==> config.mk <==
export PLATFORM = sky130hd
export DESIGN_NAME = adpcm_ctrl
export DESIGN_NICKNAME = d
export VERILOG_FILES = /design/src/rtl/adpcm_pkg.sv /design/src/rtl/adpcm_fetch.sv /design/src/rtl/adpcm_ctrl.sv
export SDC_FILE = /design/constraint.sdc
export NUM_CORES = 1
export LEC_CHECK = 0
export CELL_PAD_IN_SITES_DETAIL_PLACEMENT = 1
export CELL_PAD_IN_SITES_GLOBAL_PLACEMENT = 1
export CORE_MARGIN = 2
export CORE_UTILIZATION = 41
export DETAILED_ROUTE_END_ITERATION = 16
export PLACE_DENSITY_LB_ADDON = 0.15
export SLEW_MARGIN = 20
export SYNTH_ARGS = -nofsm -noshare
export SYNTH_HDL_FRONTEND = slang
export SYNTH_HIERARCHICAL = 1
export SYNTH_SLANG_ARGS = --single-unit
==> constraint.sdc <==
create_clock -name clk_sys -period 3.05 [get_ports clk_sys]
set_clock_uncertainty 0.15 [all_clocks]
set_input_delay 0.61 -clock clk_sys [delete_from_list [all_inputs] [get_ports clk_sys]]
set_output_delay 0.61 -clock clk_sys [all_outputs]
set_load 0.02 [all_outputs]
==> src/rtl/adpcm_pkg.sv <==
// -----------------------------------------------------------------------------
// adpcm_pkg
// Shared definitions for the ADPCM playback controller:
//   - ADDR_W        : width of the sample fetch address (16-bit window, wraps)
//   - SEL_START/END/VOL : cpu_sel register codes (code 3 is ignored)
//   - fetch_state_t : states of the ROM request FSM in adpcm_fetch
// -----------------------------------------------------------------------------
package adpcm_pkg;

    localparam int ADDR_W = 16;

    localparam logic [1:0] SEL_START = 2'd0;
    localparam logic [1:0] SEL_END   = 2'd1;
    localparam logic [1:0] SEL_VOL   = 2'd2;

    typedef enum logic [1:0] {
        FETCH_IDLE = 2'd0,
        FETCH_REQ  = 2'd1,
        FETCH_WAIT = 2'd2
    } fetch_state_t;

endpackage

==> src/rtl/adpcm_fetch.sv <==
// -----------------------------------------------------------------------------
// adpcm_fetch
// ROM request FSM for the ADPCM controller. Issues one byte fetch at a time
// whenever playback needs a new byte, and discards the data of a transaction
// that was overtaken by a restart.
//
// ROM handshake:
//   rom_req is high for the whole of REQ and rom_addr (from req_addr) does not
//   change while it is high. rom_ack accepts the request; rom_valid marks the
//   single cycle in which rom_data carries the byte. rom_valid may come in the
//   same cycle as rom_ack or any later cycle; it is only looked at in REQ
//   (together with rom_ack) and in WAIT, so a stray rom_valid in IDLE is inert.
//
// Ports:
//   clk_sys, core_reset : clock, asynchronous active-high reset
//   playing, buf_full   : playback active / sample buffer holds a byte
//   stop_fetch          : end address reached (only meaningful in IDLE)
//   restart             : start write this cycle
//   fetch_addr          : next byte address to fetch
//   rom_ack, rom_valid  : ROM handshake inputs
//   rom_req             : fetch request
//   req_addr            : address latched for the outstanding request
//   take                : rom_data must be stored into the buffer this cycle
//   state               : current FSM state (debug / checker visibility)
// -----------------------------------------------------------------------------
module adpcm_fetch
    import adpcm_pkg::*;
(
    input  logic              clk_sys,
    input  logic              core_reset,
    input  logic              playing,
    input  logic              buf_full,
    input  logic              stop_fetch,
    input  logic              restart,
    input  logic [ADDR_W-1:0] fetch_addr,
    input  logic              rom_ack,
    input  logic              rom_valid,
    output logic              rom_req,
    output logic [ADDR_W-1:0] req_addr,
    output logic              take,
    output fetch_state_t      state
);

    fetch_state_t state_next;
    logic         done;
    logic         drop;

    always_ff @(posedge clk_sys or posedge core_reset) begin
        if (core_reset) begin
            state    <= FETCH_IDLE;
            drop     <= 1'b0;
            req_addr <= '0;
        end else begin
            state <= state_next;
            // Latch the address on entry to REQ so a restart during the
            // request cannot disturb rom_addr.
            if (state == FETCH_IDLE && state_next == FETCH_REQ) begin
                req_addr <= fetch_addr;
            end
            if (done) begin
                drop <= 1'b0;
            end else if (restart && state != FETCH_IDLE) begin
                drop <= 1'b1;
            end
        end
    end

    always_comb begin
        state_next = state;
        rom_req    = 1'b0;
        done       = 1'b0;
        case (state)
            FETCH_IDLE: begin
                // A start write holds off the decision for one cycle so that
                // the new address and the end check are seen together.
                if (playing && !buf_full && !stop_fetch && !restart) begin
                    state_next = FETCH_REQ;
                end
            end
            FETCH_REQ: begin
                rom_req = 1'b1;
                if (rom_ack) begin
                    if (rom_valid) begin
                        done       = 1'b1;
                        state_next = FETCH_IDLE;
                    end else begin
                        state_next = FETCH_WAIT;
                    end
                end
            end
            FETCH_WAIT: begin
                if (rom_valid) begin
                    done       = 1'b1;
                    state_next = FETCH_IDLE;
                end
            end
            default: begin
                state_next = FETCH_IDLE;
            end
        endcase
    end

    // Data belonging to a transaction that was restarted (either earlier, via
    // drop, or in this very cycle) is thrown away.
    assign take = done && !drop && !restart;

endmodule

==> src/rtl/adpcm_ctrl.sv <==
// -----------------------------------------------------------------------------
// adpcm_ctrl
// ADPCM sample playback controller feeding an MSM5205-style decoder. The sound
// CPU programs a start page, an end page and a volume; the controller fetches
// sample bytes from ROM one at a time into a single-byte buffer and hands the
// nibbles (high first) to the decoder on each vclk_cen strobe.
//
// Parameters:
//   ROM_BASE  : byte offset of the sample region in ROM space
//   END_CHECK : 1 = stop when the fetch page reaches end_reg, 0 = never stop
//
// Ports:
//   clk_sys, core_reset   : clock, asynchronous active-high reset
//   vclk_cen              : one-cycle decoder sample strobe
//   cpu_wr/cpu_sel/cpu_data : register writes (0 start, 1 end, 2 volume)
//   rom_addr/rom_req      : fetch address and request
//   rom_ack/rom_valid/rom_data : ROM handshake and returned byte
//   nibble/nibble_stb     : registered ADPCM code and its update strobe
//   msm_reset             : decoder reset, high whenever not playing
//   volume                : latched volume
//   playing               : playback active
//   underrun              : sticky, a strobe arrived with no data buffered
// -----------------------------------------------------------------------------
module adpcm_ctrl
    import adpcm_pkg::*;
#(
    parameter logic [22:0] ROM_BASE  = 23'h000000,
    parameter int          END_CHECK = 1
) (
    input  logic        clk_sys,
    input  logic        core_reset,
    input  logic        vclk_cen,
    input  logic        cpu_wr,
    input  logic [1:0]  cpu_sel,
    input  logic [7:0]  cpu_data,
    output logic [22:0] rom_addr,
    output logic        rom_req,
    input  logic        rom_ack,
    input  logic        rom_valid,
    input  logic [7:0]  rom_data,
    output logic [3:0]  nibble,
    output logic        nibble_stb,
    output logic        msm_reset,
    output logic [3:0]  volume,
    output logic        playing,
    output logic        underrun
);

    logic [ADDR_W-1:0] fetch_addr;
    logic [ADDR_W-1:0] req_addr;
    logic [7:0]        end_reg;
    logic [7:0]        buf_byte;
    logic              buf_full;
    logic              phase_high;
    logic              restart;
    logic              stop_fetch;
    logic              take;
    fetch_state_t      fetch_state;

    assign restart    = cpu_wr && (cpu_sel == SEL_START);
    assign stop_fetch = (END_CHECK != 0) && (fetch_addr[15:8] == end_reg);
    assign rom_addr   = ROM_BASE + 23'(req_addr);
    assign msm_reset  = !playing;

    adpcm_fetch u_fetch (
        .clk_sys    (clk_sys),
        .core_reset (core_reset),
        .playing    (playing),
        .buf_full   (buf_full),
        .stop_fetch (stop_fetch),
        .restart    (restart),
        .fetch_addr (fetch_addr),
        .rom_ack    (rom_ack),
        .rom_valid  (rom_valid),
        .rom_req    (rom_req),
        .req_addr   (req_addr),
        .take       (take),
        .state      (fetch_state)
    );

    // CPU-programmed registers that do not touch playback.
    always_ff @(posedge clk_sys or posedge core_reset) begin
        if (core_reset) begin
            end_reg <= 8'h00;
            volume  <= 4'h0;
        end else if (cpu_wr) begin
            if (cpu_sel == SEL_END) begin
                end_reg <= cpu_data;
            end
            if (cpu_sel == SEL_VOL) begin
                volume <= cpu_data[3:0];
            end
        end
    end

    // Playback: buffer, nibble phase, nibble output, playing and underrun.
    // A fill (take) only happens while the buffer is empty and a drain only
    // while it is full, so the two never collide on buf_full.
    always_ff @(posedge clk_sys or posedge core_reset) begin
        if (core_reset) begin
            fetch_addr <= '0;
            buf_byte   <= 8'h00;
            buf_full   <= 1'b0;
            phase_high <= 1'b1;
            nibble     <= 4'h0;
            nibble_stb <= 1'b0;
            playing    <= 1'b0;
            underrun   <= 1'b0;
        end else begin
            nibble_stb <= 1'b0;
            if (restart) begin
                // Restart wins over a coincident vclk_cen: nothing is emitted.
                fetch_addr <= {cpu_data, 8'h00};
                buf_full   <= 1'b0;
                phase_high <= 1'b1;
                playing    <= 1'b1;
                underrun   <= 1'b0;
            end else begin
                if (take) begin
                    buf_byte   <= rom_data;
                    buf_full   <= 1'b1;
                    fetch_addr <= fetch_addr + 16'd1;
                end
                if (vclk_cen && playing) begin
                    nibble_stb <= 1'b1;
                    if (buf_full) begin
                        nibble     <= phase_high ? buf_byte[7:4] : buf_byte[3:0];
                        phase_high <= !phase_high;
                        if (!phase_high) begin
                            buf_full <= 1'b0;
                        end
                    end else begin
                        // Starved: emit silence, keep the phase so the next
                        // real byte still starts with its high nibble.
                        nibble   <= 4'h0;
                        underrun <= 1'b1;
                    end
                end
                if (stop_fetch && !buf_full && fetch_state == FETCH_IDLE) begin
                    playing <= 1'b0;
                end
            end
        end
    end

endmodule

# Word level (Yosys, flattened, before mapping)
# Index checks and enable logic that the tools add are counted.
[totals]
regBits = 64
input_bits = 24
out_inout_bits = 36
[op_classes]
add_sub_neg = 1
n_eq_ne = 7
n_mux = 30
bitwise_logic = 1
n_reduce_logical = 31
[op_table]
columns = ["operator", "count"]
rows = [
  ["16-bit 2-to-1 mux", 2],
  ["1-bit 2-to-1 mux", 20],
  ["16-bit by 1-bit adder with 16-bit output (second input constant)", 1],
  ["2-bit AND reduction", 6],
  ["2-bit nonzero test", 6],
  ["1-bit logical AND", 11],
  ["8-bit == test", 1],
  ["2-bit 2-to-1 mux", 4],
  ["4-bit 2-to-1 mux", 2],
  ["2-bit by 1-bit == test with 1-bit output (second input constant)", 3],
  ["1-bit zero test", 6],
  ["2-bit case mux with 3 select lines", 1],
  ["2-bit == test (second input constant)", 2],
  ["2-bit zero test", 2],
  ["2-bit by 1-bit != test with 1-bit output (second input constant)", 1],
  ["1-bit case mux with 2 select lines", 1],
  ["1-bit inverter", 1],
]

# Longest topological paths before layout
# Gate-level depths: netlist of run 1.
[logic_depth]
ltp_word = 10
ltp_mapped = 10
mapped_depth_nobuf = 9

# Cells and area by module
# The synthesis of run 1 kept the hierarchy.
[by_module_without_submodules]
columns = ["module", "n_inst", "cells_each", "area_per_inst_um2"]
rows = [
  ["adpcm_ctrl", 1, 188, 2177.1],
  ["adpcm_fetch", 1, 64, 912.1],
]

# Least setup slack after synthesis of run 1
# No wires, ideal clock.
[synth_path]
kind = "in2reg"
start = "input cpu_wr"
end = "register u_fetch.req_addr[0]"
t_arrival_ns = 2.499
required_time_ns = 2.775
setup_slack_ns = 0.276
path_stages = 9
cell_sequence = "or3b_1 > buf_2 > inv_2 > buf_2 > or4b_4 > o21ai_2 > nand4_4 > buf_6 > mux2_4"
[synth_via]
elab_chain_len = 7
[synth_rtl]
columns = ["item", "line", "rtl"]
rows = [
  ["start: declaration", "adpcm_ctrl.sv:33", "input logic cpu_wr,"],
  ["1-bit logical AND", "adpcm_ctrl.sv:60", "assign restart = cpu_wr && (cpu_sel == SEL_START);"],
  ["net restart", "adpcm_ctrl.sv:55", "logic restart;"],
  ["1-bit zero test", "adpcm_fetch.sv:76", "if (playing && !buf_full && !stop_fetch && !restart) begin"],
  ["1-bit logical AND", "adpcm_fetch.sv:76", ""],
  ["2-bit 2-to-1 mux", "adpcm_fetch.sv:76", ""],
  ["2-bit case mux with 3 select lines", "adpcm_fetch.sv:72", "case (state)"],
  ["2-bit by 1-bit == test with 1-bit output", "adpcm_fetch.sv:57", "if (state == FETCH_IDLE && state_next == FETCH_REQ) begin"],
  ["1-bit logical AND", "adpcm_fetch.sv:57", ""],
  ["end signal: assignment", "adpcm_fetch.sv:58", "req_addr <= fetch_addr;"],
  ["end: declaration", "adpcm_fetch.sv:39", "output logic [ADDR_W-1:0] req_addr,"],
]
# The timed path passes the listed nets, and every way through them passes these cells.
# A chain may end at the register's enable or synchronous reset.

# Worst setup path in the final report of run 1
[layout_path]
start = "input cpu_wr"
end = "register u_fetch.req_addr[0]"
[layout_via]
elab_chain_len = 7
[layout_rtl]
columns = ["item", "line"]
rows = [
  ["1-bit logical AND", "adpcm_ctrl.sv:60"],
  ["1-bit zero test", "adpcm_fetch.sv:76"],
  ["1-bit logical AND", "adpcm_fetch.sv:76"],
  ["2-bit 2-to-1 mux", "adpcm_fetch.sv:76"],
  ["2-bit case mux with 3 select lines", "adpcm_fetch.sv:72"],
  ["2-bit by 1-bit == test with 1-bit output", "adpcm_fetch.sv:57"],
  ["1-bit logical AND", "adpcm_fetch.sv:57"],
]
# Every way passes these cells.

==> results of run 1 <==
## worst reg2reg max path, cell delays in order, from the launching register on
cell and delay [ps]:
dfrtp_1 480, inv_1 120, ha_1 230, a21o_1 160
nand3_1 80, nor3_1 140, buf_4 220, nand4_2 250
nor4_4 320, xnor2_1 170, a21oi_2 70
## Yosys cell counts (2+ instances only)
cell type | instances | share of area, %
dfrtp_1 | 63 | 51
mux2_2 | 18 | 6.6
nand2_1 | 17 | 2.1
xnor2_1 | 17 | 4.8
nor2_1 | 15 | 1.8
mux2_4 | 10 | 4.9
buf_4 | 8 | 1.9
mux2_1 | 8 | 2.9
nand4_1 | 8 | 1.6
inv_1 | 7 | 0.85
nor3_1 | 6 | 0.97
a21oi_1 | 5 | 0.81
ha_1 | 5 | 2.0
mux2i_1 | 5 | 1.6
xor2_1 | 5 | 1.4
buf_2 | 4 | 0.65
nor2b_1 | 4 | 0.81
o21ai_2 | 4 | 1.1
o31ai_1 | 4 | 0.97
a31oi_1 | 3 | 0.61
nand3_1 | 3 | 0.49
o21ai_1 | 3 | 0.49
inv_2 | 2 | 0.24
nand3b_1 | 2 | 0.49
nand4_2 | 2 | 0.81
nand4_4 | 2 | 1.4
nor4_2 | 2 | 0.81
o21ai_0 | 2 | 0.32
or3_1 | 2 | 0.40
## final timing paths
path / startpoint / to / slack (ps) / cells past startpoint
worst max-delay path: cpu_wr / u_fetch/req_addr[0] / 490 / 8
max in group asynchronous: core_reset / phase_high / 1580 / 3
worst min-delay path: nibble[1] / nibble[1] / 330 / 2
worst max register to register: u_fetch/state[1] / fetch_addr[13] / 540 / 10
worst min register to register: nibble[1] / nibble[1] / 330 / 2
min in group asynchronous: core_reset / end_reg[6] / 490 / 2
## power by group through the flow
| stage | Sequential, mW | Clock, mW | Combinational (mW) |
|---|---|---|---|
| final | 1.25 | 0.836 | 1.13 |
| after global routing | 1.29 | 0.897 | 1.22 |
| after CTS | 1.26 | 0.859 | 1.14 |
| after detailed placement | 1.27 | 0 | 1.13 |
| after global placement | 1.27 | 0 | 1.11 |
| after floorplan | 1.32 | 0 | 0.688 |
## per-stage QoR
stage                     hold slack, ps  setup slack (ps)  util (%)  instance area [µm²]  instances
final                                331               490      54.1                 3950        417
after global routing                 372               294      54.1                 3950        417
after CTS                            341               473      54.1                 3950        417
after detailed placement             323               132      51.0                 3720        401
after global placement               316               181      51.0                 3720        401
after floorplan                      314               276         -                 3110        258
## layout by cell type, fill, tap and decap left out, drive strengths merged, types with 2 or more instances in the layout
| cell | netlist | final |
|---|---|---|
| nor2 | 15 | 15 |
| nand3 | 4 | 4 |
| nor3 | 6 | 6 |
| buf | 13 | 6 |
| o31ai | 4 | 4 |
| conb | 1 | 7 |
| inv | 9 | 9 |
| a31oi | 3 | 3 |
| nor4 | 4 | 4 |
| or3 | 2 | 2 |
| nor2b | 4 | 4 |
| nand4 | 12 | 12 |
| o21ai | 9 | 9 |
| clkbuf | 1 | 10 |
| xor2 | 5 | 5 |
| clkinv | 0 | 4 |
| clkdlybuf4s50 | 0 | 52 |
| mux2i | 5 | 5 |
| ha | 5 | 5 |
| nand2 | 18 | 18 |
| a21oi | 6 | 6 |
| dfrtp | 63 | 63 |
| nand3b | 2 | 2 |
| xnor2 | 17 | 17 |
| bufinv | 0 | 2 |
| mux2 | 36 | 36 |
## kinds of logic after synthesis
| group | share of synthesized area (%) |
|---|---|
| compound gates | 5.59 |
| xor+xnor | 6.24 |
| fa+ha+maj | 2.03 |
| buf+inv | 4.17 |
| flops | 51.9 |
| mux | 16.0 |
| other cells | 0.121 |
| simple gates | 14.0 |
## routing by layer
metal  part of all wire, %  wire length [µm]  track usage, %
met1                    47              3050            22.7
met5                     0                 0               0
met4                   1.8               117            7.95
met3                   3.7               241            3.34
met2                    48              3120            27.4
## final cells by class
class	instances	area (µm²)	area share [%]
inverters	9	33.8	0.856
flip-flops and latches	64	1600	40.6
well taps	99	124	3.14
repair buffers	58	578	14.6
clock inverters	6	91.3	2.31
clock buffers	10	138	3.49
multi-input cells	171	1380	35.0
==> impl_results.md, run 1 <==
* Total gr overflow at 0
* Antenna cells at 0
* Layout Nets at about 340
* Area growth syn-to-layout at 27.8%
* Detailed Route WL at around 6500 µm
* NetSw at roughly 1.1 mW
* Actual slew at the worst max-slew pin at slightly below 800 ps
* Core area at 7290 µm²
* Via count at around 2100
* Final antenna-violating net count at 0
* Slowest Stage Delay on Critical Path at approximately 560 ps
* # DRC at 0
* Sw frac at around a third
* Io pins at 60
* First-pass DRT Iterations at 4
* Slew HR at roughly 48%
* Status: completed
* Yosys synthesis warning count at 6
* Async set or reset register ratio after synthesis at between 90% and 100%
* Slowest CP cell: or4b_4
* Ys flop type: dfrtp_1
* Root buffer cell: clkbuf_8
* Number of global-route vias before repair at approximately 2200
* Clk pwr share at between 20% and 30%
* RSZ-0062 raised after global routing: no
* Number of H-tree levels at 3
* Endpoint class of the critical path: register
* Die X at 90.8 µm
* Final setup viols at 0
* Critical Path RT at about 3100 ps
* Placer's final routability congestion estimate at approximately 0.76
* Initial Util at a little over two fifths
* Crit path arrival time at 2640 ps
* Critical-path cell list: clkdlybuf4s50_1, or3b_1, inv_2, or4b_4, o21ai_2, nand4_4, buf_12, mux2_4
* Maxcap violations at 0
* Die Y at approximately 91 µm
* Crit-path max FO at 16
* Tot GR Track Use at 17.2%
* First-pass GRT wire length at ~11000 µm
* Cell family with most CP delay: simple AND/OR/NAND/NOR gates
* CTS clock-pin slew for the worst setup and hold paths at 70 ps
* Setup TNS at 0 ps
* DRT iter0 DRCs at 31
* Die area at slightly above 8000 µm²
* Hold violation count in the final report at 0
* Number of distinct library cells after synthesis at between 40 and 50
* Max Fclk at about 0.4 GHz
* Buf/Inv on CP at 3
* Longest Clk Path Bufs at 2
* Site Rows at 31
* Syn Std Cell Area at roughly 3100 µm²
* WL per Instance at around 16 µm
* EDFF count, synth at 0
* Clock latency on the worst-skew pair at approximately 340 ps
* Sequential-to-total area share from yosys stat at 51.9%
* Part of the power in registers at around 39%
* CTS buffer count at 9
* Pwr Density at ~800 nW/µm²
* Clock sink count at 64
* Post-CTS sizing at 0
* Largest net degree at the start of global routing at 22
* Period Utilization, post-route at between 80 and 90%
* Post-Syn Instances at roughly 250
* Pwr Total at ~3.2 mW
* Hold Buf Count CTS at 0
* Layout cell share with drive strength beyond 1 at 21.4%
* Avg Synthesized Cell Area at roughly 12 µm²
* Post-CTS setup buffers at 0
* Vias per inst at approximately 5.1
* Initial antenna violation count at 0
* Biggest regs: fetch_addr (16), u_fetch/req_addr (16)
* Leakage power at ~1.7 nW
* FILL cells at roughly 790
* Logic gate share of total power at a little over a third
* Port Buf Inserts at 52
* Startpoint types: input pin
* Int Power at between 2 and 2.5 mW
* DP HPWL at between 4000 and 5000 µm
* Worst vdd ir at approximately 350 µV
* Worst Hold Class: reg2reg
* Max-slew violations at 0
* Critical path class: in2reg
* Synth Register Bits at between 60 and 70
* CTS tree: yes
* Tmin final at 2560 ps
(Power assumes the default switching activity.)
==> run 2: changes to the inputs <==
==> constraint.sdc (replaced) <==
create_clock -name clk_sys -period 2.43 [get_ports clk_sys]
set_clock_uncertainty 0.15 [all_clocks]
set_input_delay 0.486 -clock clk_sys [delete_from_list [all_inputs] [get_ports clk_sys]]
set_output_delay 0.486 -clock clk_sys [all_outputs]
set_load 0.02 [all_outputs]
==> impl_results.md, run 2 (same netlist as run 1, synthesis figures left out) <==
* Status: completed
* Io pins at 60 (unchanged)
* Detailed Route WL at 6860 µm (+5.0%)
* Hold violation count in the final report at 0 (unchanged)
* Pwr Total at 4.20 mW (+31%)
* DP HPWL at 5060 µm (+5.7%)
* Vias per inst at 5.00 (-1.1%)
* Total gr overflow at 0 (unchanged)
* Core area at 7290 µm² (unchanged)
* Clock latency on the worst-skew pair at 340 ps (about the same)
* Post-route cell area at 4170 µm² (+5.6%)
* Critical-path cell list: clkdlybuf4s50_1, or3b_4, inv_4, nor3_2, buf_4, buf_4, buf_4, nand2_2, mux2_1
* Cell family with most CP delay: buffers and inverters
* Number of global-route vias before repair at 2307 (+4.5%)
* Placer's final routability congestion estimate at 0.794 (+4.1%)
* Number of H-tree levels at 3 (unchanged)
* Tot GR Track Use at 17.5% (+0.32 points)
* # DRC at 0 (unchanged)
* Die Y at 90.8 µm (unchanged)
* Leakage power at 1.86 nW (+7.1%)
* Initial Util at 42.4% (unchanged)
* Root buffer cell: clkbuf_8
* Area growth syn-to-layout at 34.9%
* WL per Instance at 15.6 µm (-0.24%)
* Final antenna-violating net count at 0 (unchanged)
* Worst path most repeated cell: buf_4
* Tmin final at ~2400 ps
* Max-slew violations at 0 (unchanged)
* Biggest regs: fetch_addr (16), u_fetch/req_addr (16)
* Critical path class: in2reg
* HP Start: buf_byte[2]
* Endpoint class of the critical path: register
* CTS tree: yes
* Initial antenna violation count at 0 (unchanged)
* Buf/Inv on CP at 5 (+2)
* Layout Nets at 364 (+6.4%)
* Setup crit start: cpu_sel[0]
* Pwr Density at 1010 nW/µm² (+24%)
* Antenna cells at 0 (unchanged)
* Startpoint types: input pin
* Period Utilization, post-route at 96.9%
* Final setup viols at 0 (unchanged)
* Maxcap violations at 0 (unchanged)
* First-pass GRT wire length at 11400 µm (+2.9%)
* Crit-path max FO at 8 (-8)
* Clock sink count at 64 (unchanged)
* Port Buf Inserts at 52 (unchanged)
* Via count at 2193 (+4.1%)
* Worst reg2reg startpoint: u_fetch/state[0]
* Worst Hold Class: reg2reg
* Slowest CP cell: clkdlybuf4s50_1
* Longest Clk Path Bufs at 2 (unchanged)
* DRT iter0 DRCs at 52 (+68%)
* Site Rows at 31 (unchanged)
* Largest net degree at the start of global routing at 46 (+110%)
* Layout cell share with drive strength beyond 1 at 27.9% (+6.6 points)
* Worst vdd ir at 443 µV (+25%)
* Slowest Stage Delay on Critical Path at 450 ps (-110 ps)
* First-pass DRT Iterations at 4 (unchanged)
* CTS buffer count at 9 (unchanged)
* Max Fclk at 0.425 GHz
* Cell area after placement at 3890 µm² (+4.5%)
* Critical Path RT at 2510 ps (-620 ps)
* Die area at 8240 µm² (unchanged)
* CTS clock-pin slew for the worst setup and hold paths at 70 ps (about the same)
* Crit path arrival time at 2430 ps (-210 ps)
* Die X at 90.8 µm (unchanged)
* Most common cell after layout, fill and taps aside: dfrtp_1
* Most frequent cells in the layout: dfrtp_1 (63), clkdlybuf4s50_1 (52), buf_4 (26), mux2_2 (18)
[run 2: area by class of cell]
| type | count | area [µm²] |
|---|---|---|
| repair buffers | 80 | 756 |
| multi-input cells | 171 | 1410 |
| fillers | 773 | 3120 |
| flip-flops and latches | 64 | 1600 |
| clock buffers | 9 | 124 |
| inverters | 9 | 36.3 |
| well taps | 99 | 124 |
| clock inverters | 7 | 120 |
[run 2: routing by layer]
metal | vias up | global-route usage [%] | wire length [µm]
met5 | - | 0 | 0
met4 | 0 | 6.19 | 103
met3 | 10 | 3.51 | 232
met2 | 47 | 30.0 | 3480
met1 | 1093 | 22.0 | 3040
li1 | 1043 | - | -
[run 2: path summary, 6_finish.rpt]
path,cells after the start,slack (ps),end
hold reg to reg,1,340,buf_byte[2]
setup reg to reg,10,170,fetch_addr[7]
hold / removal,1,340,buf_byte[2]
setup / recovery,9,80,buf_byte[4]
min in group asynchronous,3,370,u_fetch/req_addr[15]
max in group asynchronous,3,1480,phase_high
[run 2: through the flow]
step	instances	setup TNS (ps)	utilization [%]	setup WS, ps	hold slack, ps
final	439	0	57.2	75.6	340
after global routing	439	-23.1	57.2	-23.1	358
after CTS	437	0	56.6	11.3	348
after detailed placement	421	-6340	53.3	-260	331
after global placement	421	-5050	53.3	-189	320
after floorplan	258	-574	-	-57.4	287
[run 2: power by group]
part | internal (mW) | switching, mW | leakage, nW | total [mW]
Combinational | 0.848 | 0.703 | 0.934 | 1.55
Sequential | 1.34 | 0.204 | 0.802 | 1.55
Clock | 0.682 | 0.423 | 0.119 | 1.11
Total | 2.87 | 1.33 | 1.86 | 4.20
[run 2: repair_timing]
action / CTS / global route
hold buffers: 0 / 0
setup endpoints to repair: 0 / 7
buffers inserted: 0 / 2
resized for setup: 0 / 5
